**src/rtl/qspi_rx_deserializer.sv**
```systemverilog
// QSPI receive deserializer: gathers 1/2/4-bit samples into bytes and hands them to a
// valid/ready consumer, counting down a byte budget and flagging dropped bytes.
module qspi_rx_deserializer #(
    parameter int LEN_W = 16
) (
    input  logic             clk,
    input  logic             reset,
    input  logic             start,
    input  logic [LEN_W-1:0] byte_count,
    input  logic [2:0]       mode,
    input  logic             sample_en,
    input  logic [3:0]       io_in,
    output logic [7:0]       rx_data,
    output logic             rx_valid,
    input  logic             rx_ready,
    output logic             busy,
    output logic             done,
    output logic             overrun,
    output logic [1:0]       state_dbg
);

    // rx_valid/rx_ready: a byte moves on any rising edge where both are high; rx_data is
    // held while rx_valid is high and nothing new loads.
    typedef enum logic [1:0] {
        ST_IDLE  = 2'd0,
        ST_SHIFT = 2'd1,
        ST_DONE  = 2'd2
    } state_t;

    state_t           state_q;
    logic [1:0]       lanes_q;      // 0 single, 1 dual, 2 quad
    logic [LEN_W-1:0] remain_q;
    logic [2:0]       smp_cnt_q;
    logic [7:0]       shift_q;
    logic [7:0]       rx_data_q;
    logic             rx_valid_q;
    logic             busy_q;
    logic             done_q;
    logic             overrun_q;

    logic [7:0]       shift_d;
    logic             byte_last;
    logic [1:0]       mode_lanes;

    always_comb begin
        shift_d   = {shift_q[6:0], io_in[1]};
        byte_last = (smp_cnt_q == 3'd7);
        case (lanes_q)
            2'd1: begin
                shift_d   = {shift_q[5:0], io_in[1:0]};
                byte_last = (smp_cnt_q == 3'd3);
            end
            2'd2: begin
                shift_d   = {shift_q[3:0], io_in};
                byte_last = (smp_cnt_q == 3'd1);
            end
            default: ;
        endcase
    end

    always_comb begin
        case (mode)
            3'd1:    mode_lanes = 2'd1;
            3'd2:    mode_lanes = 2'd2;
            default: mode_lanes = 2'd0;
        endcase
    end

    always_ff @(posedge clk or negedge reset) begin
        if (!reset) begin
            state_q    <= ST_IDLE;
            lanes_q    <= 2'd0;
            remain_q   <= '0;
            smp_cnt_q  <= 3'd0;
            shift_q    <= 8'h00;
            rx_data_q  <= 8'h00;
            rx_valid_q <= 1'b0;
            busy_q     <= 1'b0;
            done_q     <= 1'b0;
            overrun_q  <= 1'b0;
        end else begin
            done_q <= 1'b0;
            if (rx_valid_q && rx_ready) begin
                rx_valid_q <= 1'b0;
            end
            case (state_q)
                ST_IDLE: begin
                    if (start) begin
                        overrun_q <= 1'b0;
                        smp_cnt_q <= 3'd0;
                        shift_q   <= 8'h00;
                        if (byte_count != '0) begin
                            state_q  <= ST_SHIFT;
                            lanes_q  <= mode_lanes;
                            remain_q <= byte_count;
                            busy_q   <= 1'b1;
                        end else begin
                            state_q <= ST_DONE;
                            done_q  <= 1'b1;
                        end
                    end
                end
                ST_SHIFT: begin
                    if (sample_en) begin
                        shift_q <= shift_d;
                        if (byte_last) begin
                            smp_cnt_q <= 3'd0;
                            remain_q  <= remain_q - {{(LEN_W-1){1'b0}}, 1'b1};
                            // A load wins over the handshake clear above.
                            if (!rx_valid_q || rx_ready) begin
                                rx_data_q  <= shift_d;
                                rx_valid_q <= 1'b1;
                            end else begin
                                overrun_q <= 1'b1;
                            end
                            if (remain_q == {{(LEN_W-1){1'b0}}, 1'b1}) begin
                                state_q <= ST_DONE;
                                busy_q  <= 1'b0;
                                done_q  <= 1'b1;
                            end
                        end else begin
                            smp_cnt_q <= smp_cnt_q + 3'd1;
                        end
                    end
                end
                ST_DONE: begin
                    state_q <= ST_IDLE;
                end
                default: begin
                    state_q <= ST_IDLE;
                    busy_q  <= 1'b0;
                end
            endcase
        end
    end

    assign rx_data   = rx_data_q;
    assign rx_valid  = rx_valid_q;
    assign busy      = busy_q;
    assign done      = done_q;
    assign overrun   = overrun_q;
    assign state_dbg = state_q;

endmodule
```
**config.mk**
```make
export PLATFORM = sky130hd
export DESIGN_NAME = qspi_rx_deserializer
export DESIGN_NICKNAME = d
export VERILOG_FILES = /design/src/rtl/qspi_rx_deserializer.sv
export SDC_FILE = /design/constraint.sdc
export NUM_CORES = 1
export LEC_CHECK = 0
export BUFFER_PORTS_ARGS = -buffer_cell sky130_fd_sc_hd__clkbuf_2
export CAP_MARGIN = 10
export CORE_MARGIN = 2
export CORE_UTILIZATION = 50
export CTS_CLUSTER_SIZE = 16
export DETAILED_ROUTE_END_ITERATION = 10
export GPL_ROUTABILITY_DRIVEN = 0
export GPL_TIMING_DRIVEN = 0
export PLACE_DENSITY = 0.82
export SYNTH_ARGS = -nofsm -noshare
export SYNTH_HDL_FRONTEND = slang
export SYNTH_SLANG_ARGS = --single-unit
export TNS_END_PERCENT = 5
```
**constraint.sdc**
```tcl
create_clock -name clk -period 2.3 [get_ports clk]
set_clock_uncertainty 0.2 [all_clocks]
set_input_delay 0 -clock clk [delete_from_list [all_inputs] [get_ports clk]]
set_output_delay 0 -clock clk [all_outputs]
set_load 0.03 [all_outputs]
```
==> results.md <==
- Outcome: completed
- Pwr dens: 940.0 nW/um^2
- Fin Setup TNS: 0 ns
- Grt ovf: 0
- Sink Count: 42
- Most frequent cell after synthesis: dfrtp_1
- Fin. max-slew vios: 0
- Die Wd: 72.30 um
- Layout Utilization: 0.6939
- Synth Cell Area: 2332 sq um
- Clock tree root driver cell: clkbuf_8
- Tmin final: 2.220 ns
- Dpl cell area: 2603 sq um
- Synth top area cells: dfrtp_1, a21oi_1, o21ai_0
- Syn Nets: 295
- Startpoint types: primary input
- Design area: 3063 sq um
- Share of cells above drive strength 1: 0.2303
- Mean Syn Cell Area: 8.902 sq um
- H-tree levels: 2
- Num rows: 24
- Clock transition at the registers of the reported paths: 0.09 ns
- Reg2reg start: lanes_q[0]$_DFFE_PN0P_
- Antenna cell count: 0
- CTS tree: built
- Synth async-reset ratio: 1.000
- Top-level I/O count: 42
- Detailed placement HPWL: 3863 um
- TritonCTS buffer count: 5
- Initial drt markers: 172
- Clock buffer depth: 2
- Comb pwr share: 0.407
- Final period utilization: 0.9651
- Post-synth EDFFs: 0
- Final setup fails: 0
- Ys flop type: dfrtp_1
- Antenna violations before repair: 0
- Internal Pwr Total: 1686 uW
- Arrival time of the worst setup path: 2.25 ns
- Max_slew headroom: 0.3214
- Clock network latency to the later pin of the worst-skew pair: 0.30 ns
- F_max: 450.5 MHz
- Total GRT Usage: 0.2344
- #FFs+latches synth: 42
- Total number of vias: 2272
- Max-cap violation count: 0
- Critical setup path kind: primary input to flip-flop
- Warnings from Yosys: 0
- Post-DRT Antenna Nets: 0
- Sequential cell area fraction in the yosys report: 0.4506
- Max IR drop VDD: 600.3 uV
- Synth top area share: 0.4506
- Layout Area Growth over Synthesis: 31.33%
- Final hold viol count: 0
- Die Area: 5227 sq um
- Crit path launch: byte_count[10]
- Core Area: 4414 sq um
- Leakage dissipation: 0.001330 uW
- Switching part of the total: 0.4144
- Port bufs: 41
- Critical path capture point type: flip-flop
- First-pass DRT Iterations: 4
- Sequential power share: 0.421
- RSZ-0062 raised after global routing: true
- WL final: 5709 um
- Drt wl/cell: 14.45 um
- First-pass GRT wire length: 9673 um
- Worst Path Required: 2.33 ns
- Final net count: 375
- Worst-path fanout max: 6
- Vias in the first global route: 2153
- Synth cell count leaders: dfrtp_1, a21oi_1, nand2_1, nor2_1, o21ai_0
- Clock group share of total power: 0.172
- Hold Path Class: primary input to async pin
- Area leader, netlist: dfrtp_1
- Detailed-route DRC error count: 0
- Vias per cell: 5.752
- Reg2reg path depth: 9
- Post-Synthesis Cells: 262
- Die Y: 72.30 um
- Initial Util: 0.5283
- Transition time of the tightest slew-check pin: 1.018 ns
- Largest net degree at the start of global routing: 43
- Cell variety after synth: 48
- Switching power: 1193 uW
routing by layer:
| metal | vias to the layer above | track usage | wire, um |
|---|---|---|---|
| met5 | - | 0 | 0 |
| met4 | 0 | 0.07128 | 70 |
| met3 | 9 | 0.03333 | 298 |
| met2 | 89 | 0.3986 | 2823 |
| met1 | 1064 | 0.3113 | 2517 |
| li1 | 1110 | - | - |
layout make-up:
type	instances	area, sq um
Sequential cell	42	1051
Buffer	13	80.08
Clock buffer	5	68.82
Timing Repair Buffer	74	525.5
Tap cell	52	65.06
Multi-Input combinational cell	192	1195
Clock inverter	3	25.02
Inverter	14	52.55
Fill cell	358	1351
power groups by stage:
| stage | registers [uW] | clock network (uW) | logic (uW) |
|---|---|---|---|
| 6_report | 1210 | 495 | 1170 |
| 5_1_grt | 1250 | 537 | 1300 |
| 4_1_cts | 1200 | 509 | 1160 |
| 3_5_place_dp | 1210 | 0 | 1070 |
| 3_3_place_gp | 1200 | 0 | 1030 |
| 2_1_floorplan | 1330 | 0 | 632 |
kinds of logic (layout without fill, tap and decap cells):
kind of cell             count (synthesis)  count (layout)  share of synthesized area
multiplexers                             7               7                    0.03058
adder cells (fa/ha/maj)                  5               5                    0.02682
XOR/XNOR                                 3               3                    0.01127
AO/OA/AOI/OAI                           91              91                     0.2377
flip-flops                              42              42                     0.4506
buffers and inverters                   28             109                    0.05579
AND/OR/NAND/NOR                         86              86                     0.1872
repair_timing:
action | CTS | global route
endpoints found under the hold margin | 74 | 0
hold buffers | 29 | 0
pin swaps | 2 | 3
resized for setup | 6 | 8
setup buffers | 4 | 0
endpoints found under the setup margin | 20 | 19
gates cloned | 0 | 0
placed cells by master (no fill, tap or decap), types with 5 or more instances in the layout:
cell type / count
clkbuf_2: 42
dfrtp_1: 42
dlygate4sd3_1: 29
a21oi_1: 27
nand2_1: 26
nor2_1: 22
o21ai_0: 20
o21ai_1: 17
inv_1: 13
a22oi_1: 9
nor4_1: 8
mux2i_1: 6
nor3_1: 5
clkbuf_1: 5
buf_4: 5
clkbuf_8: 5
final timing paths:
kind	slack [ns]	end
worst min register to register	0.29	overrun$_DFFE_PN0P_
max in group asynchronous	1.07	remain_q[8]$_DFFE_PN0P_
worst min-delay path	0.20	remain_q[6]$_DFFE_PN0P_
worst max-delay path	0.08	lanes_q[0]$_DFFE_PN0P_
min in group clk	0.26	lanes_q[0]$_DFFE_PN0P_
worst max register to register	0.08	remain_q[8]$_DFFE_PN0P_
metrics by stage:
step	power, uW	setup slack [ns]	std cells	hold slack (ns)
floorplan	1961	0.02260	262	-0.4956
global placement	2223	-0.1591	355	0.006396
detailed placement	2278	-0.1754	355	0.01326
CTS	2867	0.01291	395	0.2424
global route	3089	-0.1184	395	0.2877
finish	2879	0.08022	395	0.2017
sequential cells by signal, indices dropped and copies added (netlist names):
| name | flops |
|---|---|
| busy | 1 |
| done | 1 |
| lanes_q | 2 |
| overrun | 1 |
| remain_q | 16 |
| rx_data | 8 |
| rx_valid | 1 |
| shift_q | 7 |
| smp_cnt_q | 3 |
| state_dbg | 2 |
worst max-delay path, stage by stage:
cell and delay (ns):
dlygate4sd3_1 0.53, clkbuf_2 0.12, nor4_1 0.32, and4_4 0.32
nand3b_1 0.23, nand2_1 0.08, o41ai_1 0.06, dlygate4sd3_1 0.59
No activity file was read; power rests on OpenSTA's default activity.
